[src/rtl/memory_access_sequencer.sv]
// Memory access sequencer: walks the system through IDLE -> LOAD -> LOADED <-> RUN
// and multiplexes the single unified-memory port between the program loader and the CPU.
module memory_access_sequencer #(
    parameter int ADDR_WIDTH   = 5,
    parameter int DATA_WIDTH   = 8,
    parameter int IDLE_TIMEOUT = 4
) (
    input  logic                  clock,
    input  logic                  reset,
    input  logic                  prog_write_enable,
    input  logic [ADDR_WIDTH-1:0] prog_addr,
    input  logic [DATA_WIDTH-1:0] prog_data_in,
    input  logic                  start_execution,
    input  logic                  cpu_req,
    input  logic                  cpu_we,
    input  logic [ADDR_WIDTH-1:0] cpu_addr,
    input  logic [DATA_WIDTH-1:0] cpu_wdata,
    output logic                  cpu_grant,
    output logic                  cpu_run,
    output logic                  load_done,
    output logic                  mem_we,
    output logic [ADDR_WIDTH-1:0] mem_addr,
    output logic [DATA_WIDTH-1:0] mem_wdata,
    output logic [ADDR_WIDTH:0]   write_count,
    output logic                  protocol_error
);

    typedef enum logic [1:0] {
        IDLE   = 2'd0,
        LOAD   = 2'd1,
        LOADED = 2'd2,
        RUN    = 2'd3
    } state_t;

    // idle_cnt only has to reach IDLE_TIMEOUT-1
    localparam int IW = (IDLE_TIMEOUT > 1) ? $clog2(IDLE_TIMEOUT) : 1;
    localparam logic [IW-1:0]       IDLE_LAST = IW'(IDLE_TIMEOUT - 1);
    localparam logic [ADDR_WIDTH:0] WC_MAX    = {1'b1, {ADDR_WIDTH{1'b0}}};

    state_t                state_q, state_d;
    logic [IW-1:0]         idle_cnt_q, idle_cnt_d;
    logic [ADDR_WIDTH:0]   write_count_q, write_count_d;
    logic                  protocol_error_q, protocol_error_d;
    logic                  cpu_run_q, load_done_q;
    logic                  loader_write;

    // Next-state, idle counter, error flag and decision whether the loader write is performed
    always_comb begin
        state_d          = state_q;
        idle_cnt_d       = idle_cnt_q;
        protocol_error_d = protocol_error_q;
        loader_write     = 1'b0;
        case (state_q)
            IDLE: begin
                if (prog_write_enable) begin
                    loader_write = 1'b1;
                    state_d      = LOAD;
                    idle_cnt_d   = '0;
                end
                if (start_execution) protocol_error_d = 1'b1;
            end
            LOAD: begin
                loader_write = prog_write_enable;
                if (prog_write_enable) begin
                    idle_cnt_d = '0;
                end else if (idle_cnt_q == IDLE_LAST) begin
                    state_d    = LOADED;
                    idle_cnt_d = '0;
                end else begin
                    idle_cnt_d = idle_cnt_q + 1'b1;
                end
                if (start_execution) protocol_error_d = 1'b1;
            end
            LOADED: begin
                // Starting wins over a concurrent write, which is dropped and flagged
                if (start_execution) begin
                    state_d = RUN;
                    if (prog_write_enable) protocol_error_d = 1'b1;
                end else if (prog_write_enable) begin
                    loader_write = 1'b1;
                    state_d      = LOAD;
                    idle_cnt_d   = '0;
                end
            end
            RUN: begin
                if (!start_execution) state_d = LOADED;
                if (prog_write_enable) protocol_error_d = 1'b1;
            end
            default: state_d = IDLE;
        endcase
        write_count_d = (loader_write && (write_count_q != WC_MAX))
                        ? write_count_q + 1'b1 : write_count_q;
    end

    // Memory port mux; a reset cycle never writes memory nor grants the CPU
    always_comb begin
        if (state_q == RUN) begin
            mem_addr  = cpu_addr;
            mem_wdata = cpu_wdata;
            mem_we    = cpu_req & cpu_we;
            cpu_grant = cpu_req;
        end else begin
            mem_addr  = prog_addr;
            mem_wdata = prog_data_in;
            mem_we    = loader_write;
            cpu_grant = 1'b0;
        end
        if (!reset) begin
            mem_we    = 1'b0;
            cpu_grant = 1'b0;
        end
    end

    // State register with registered status outputs derived from the next state
    always_ff @(posedge clock) begin
        if (!reset) begin
            state_q          <= IDLE;
            idle_cnt_q       <= '0;
            write_count_q    <= '0;
            protocol_error_q <= 1'b0;
            cpu_run_q        <= 1'b0;
            load_done_q      <= 1'b0;
        end else begin
            state_q          <= state_d;
            idle_cnt_q       <= idle_cnt_d;
            write_count_q    <= write_count_d;
            protocol_error_q <= protocol_error_d;
            cpu_run_q        <= (state_d == RUN);
            load_done_q      <= (state_d == LOADED) || (state_d == RUN);
        end
    end

    assign cpu_run        = cpu_run_q;
    assign load_done      = load_done_q;
    assign write_count    = write_count_q;
    assign protocol_error = protocol_error_q;

endmodule
[config.mk]
export PLATFORM = sky130hd
export DESIGN_NAME = memory_access_sequencer
export DESIGN_NICKNAME = d
export VERILOG_FILES = /design/src/rtl/memory_access_sequencer.sv
export SDC_FILE = /design/constraint.sdc
export NUM_CORES = 1
export LEC_CHECK = 0
export CAP_MARGIN = 20
export CORE_MARGIN = 8
export CORE_UTILIZATION = 34
export CTS_CLUSTER_DIAMETER = 30
export DETAILED_ROUTE_END_ITERATION = 8
export PLACE_DENSITY = 0.8
export SLEW_MARGIN = 5
export SYNTH_ARGS = -nofsm -noshare
export SYNTH_HDL_FRONTEND = slang
export SYNTH_SLANG_ARGS = --single-unit
export TNS_END_PERCENT = 5
[constraint.sdc]
create_clock -name clock -period 2.6 [get_ports clock]
set_input_delay 0.65 -clock clock [delete_from_list [all_inputs] [get_ports clock]]
set_output_delay 0.65 -clock clock [all_outputs]
set_load 0.01 [all_outputs]
==> metrics.cfg <==
[clocking]
clock_sinks = 12
cts_buffers = 3
cts-root-buf = clkbuf_4
cts_hold_buffers = 0
cts_tree = yes
clockBufferDepth = 2
clkLatencyLatePin_ns = 0.28
htreeDepth = 1
clkTransAtPathRegs_ns = 0.07

[synthesis]
synth_seq_cells = 12
synth_area_leader_cell = dfxtp_1
synth_ff_type = dfxtp_1
synth_edf_count = 0
synth_top_area_share_pct = 31.37
netlist_area_sq_um = 765.7
yosys-top-cells-count = mux2_2, dfxtp_1, a21oi_1, nand2_1, o21ai_0
synthArstFlopShare_pct = 0
yosys_warnings = 0
yosys.cell_types.count = 25
synthTopCellsByArea = dfxtp_1, mux2_2, a21oi_1
syn_nets = 125
synth_seq_area_share_pct = 31.37
yosysMostFrequentCell = mux2_2
synthCells = 90
synth_area_per_cell_sq_um = 8.508

[detailed_routing]
dr.pass1.iters = 2
route.detailed.wl_per_inst_um = 15.48
met1_length_um = 1252
wirelength_um = 2786
ant_nets = 0
drc = 0
top_layer = met4
wl_met2_um = 1281
dr_total_vias = 917
drt_iter0_drc = 17
via_per_inst = 5.094
wl_met3_um = 208

[die]
rows = 17
core_sq_mm = 0.002170
die-width_um = 63.46
die_y_um = 63.46
io_pins = 56
start_util_pct = 35.29
die-area_sq_mm = 0.004027

[sta]
finClkSkew_ns = 0.008737
grt_setup_unrepaired = false
setup_viol = 0
fin_setup_tns_ns = 0
clock.fmax_ghz = 0.3999
hold_viol_final = 0
slew_violations = 0
fin_crit_ns = 2.501
fin_crit_sh_pct = 96.18
relSlewSlack_pct = 77.88
worst_pin_slew_ns = 0.3303

[worst_setup_path]
start_kind = primary input
required_ns = 1.95
slowest_delay_ns = 0.49
crit_type = primary input to output port
path_max_fanout = 1
critPathArrivalTime_ns = 1.85
cp_slowest_cell = clkdlybuf4s50_1
critPathCaptureType = output port
cp_common_cell = clkdlybuf4s50_1
critical_path.cell_chain = clkdlybuf4s50_1, mux2_2, clkdlybuf4s50_1

[global_route]
grt_overflow = 0
grt_max_degree = 14
antenna_found_initial = 0
grt_pass1_wl_um = 4209
grt_pass1_vias = 849
grt.total_usage_pct = 13.16

[placed_design]
gp_congestion = 0.8716
dp.final_hpwl_um = 2372
numPortBuffers = 55

[cells_and_area]
finalCoreUtilization_pct = 65.74
nNetsFinal = 188
num_antenna_cells = 0
area_delta_synth_final_pct = 86.27
drive_gt1_share_pct = 19.08

[power]
leakage_nw = 0.5812
power.total_w = 0.0004796
vdd.ir_drop.worst_mv = 0.3043
p_per_area_mw_per_mm2 = 336.2

[status]
status = completed

[min_path]
hold_path_class = register to register

[job]
maxCapViolations = 0

-- stage by stage --
step / cells / setup WS, ns / hold slack, ns / cell area [sq um]
2_1_floorplan: 90 / 0.6022 / 0.4533 / 765.7
3_3_place_gp: 176 / -0.1278 / 0.4507 / 1386
3_5_place_dp: 176 / -0.1692 / 0.4596 / 1386
4_1_cts: 180 / 0.02010 / 0.4773 / 1421
5_1_grt: 180 / 0.07931 / 0.5050 / 1426
6_report: 180 / 0.09938 / 0.4728 / 1426
-- cell type report --
cell class                 instances  area, sq um
tap                               28        35.03
clock buffer                       4        36.28
fill                             207        743.2
sequential                        12        240.2
timing repair buffer              63        611.8
inverter                           4        15.01
multi-input combinational         69        488.0
-- flip-flops by register name, summed over array words and instances (netlist names) --
signal	count
load_done	1
state_q	1
write_count	6
cpu_run	1
protocol_error	1
idle_cnt_q	2
-- critical path, delay by kind of cell --
family	cells	cell delay [ns]
buffers and inverters	2	0.92
muxes	1	0.27
-- repair_timing --
item / CTS / global route
endpoints found under the setup margin: 1 / 14
gates resized for setup: 2 / 2
buffers inserted: 0 / 0
-- metal layers --
layer / GRT usage [%] / vias to the layer above
li1: - / 448
met1: 14.17 / 420
met2: 22.31 / 45
met3: 4.417 / 4
met4: 6.685 / 0
met5: 0 / -
-- where the power goes --
part | internal (W) | total [W] | switching [W]
Clock | 0.0000852 | 0.000152 | 0.0000663
Combinational | 0.0000880 | 0.000132 | 0.0000442
Sequential | 0.000190 | 0.000196 | 0.00000595
Total | 0.000363 | 0.000480 | 0.000116
-- cells in the final DEF (no fill, tap or decap) --
master / synthesis / layout
nand2_2: 0 / 1
a211o_1: 1 / 1
nand4_1: 3 / 3
or4_1: 1 / 1
clkinv_1: 1 / 1
dlymetal6s2s_1: 0 / 1
nor2_1: 4 / 4
or3_1: 1 / 1
nand3_1: 3 / 3
clkbuf_4: 0 / 3
o31ai_1: 1 / 1
o21ai_1: 0 / 1
nor2b_1: 2 / 2
o21a_1: 1 / 1
or3_2: 2 / 2
o21ai_0: 8 / 7
a21oi_1: 10 / 10
buf_4: 1 / 8
clkdlybuf4s50_1: 0 / 53
clkbuf_8: 0 / 1
dfxtp_1: 12 / 12
dlygate4sd2_1: 0 / 1
nand3b_1: 1 / 1
inv_1: 3 / 3
o21a_4: 1 / 1
nand2_1: 10 / 9
o211ai_1: 1 / 1
mux2_2: 13 / 13
mux2i_1: 3 / 3
ha_1: 3 / 3
-- cell families after synthesis --
logic type | count (synthesis) | synth area share, %
AO/OA/AOI/OAI | 23 | 17.81
adder cells (fa/ha/maj) | 3 | 4.902
buffers and inverters | 9 | 5.229
flip-flops | 12 | 31.37
multiplexers | 16 | 23.04
AND/OR/NAND/NOR | 27 | 17.65
-- final timing paths --
| kind | slack (ns) | endpoint | depth (start not counted) | start |
|---|---|---|---|---|
| max | 0.1 | mem_addr[0] | 3 | prog_addr[0] |
| max reg2reg | 1.17 | write_count[5] | 4 | state_q[0] |
| min reg2reg | 0.47 | protocol_error | 1 | protocol_error |
| min | 0.47 | protocol_error | 1 | protocol_error |
(Power assumes the default switching activity.)
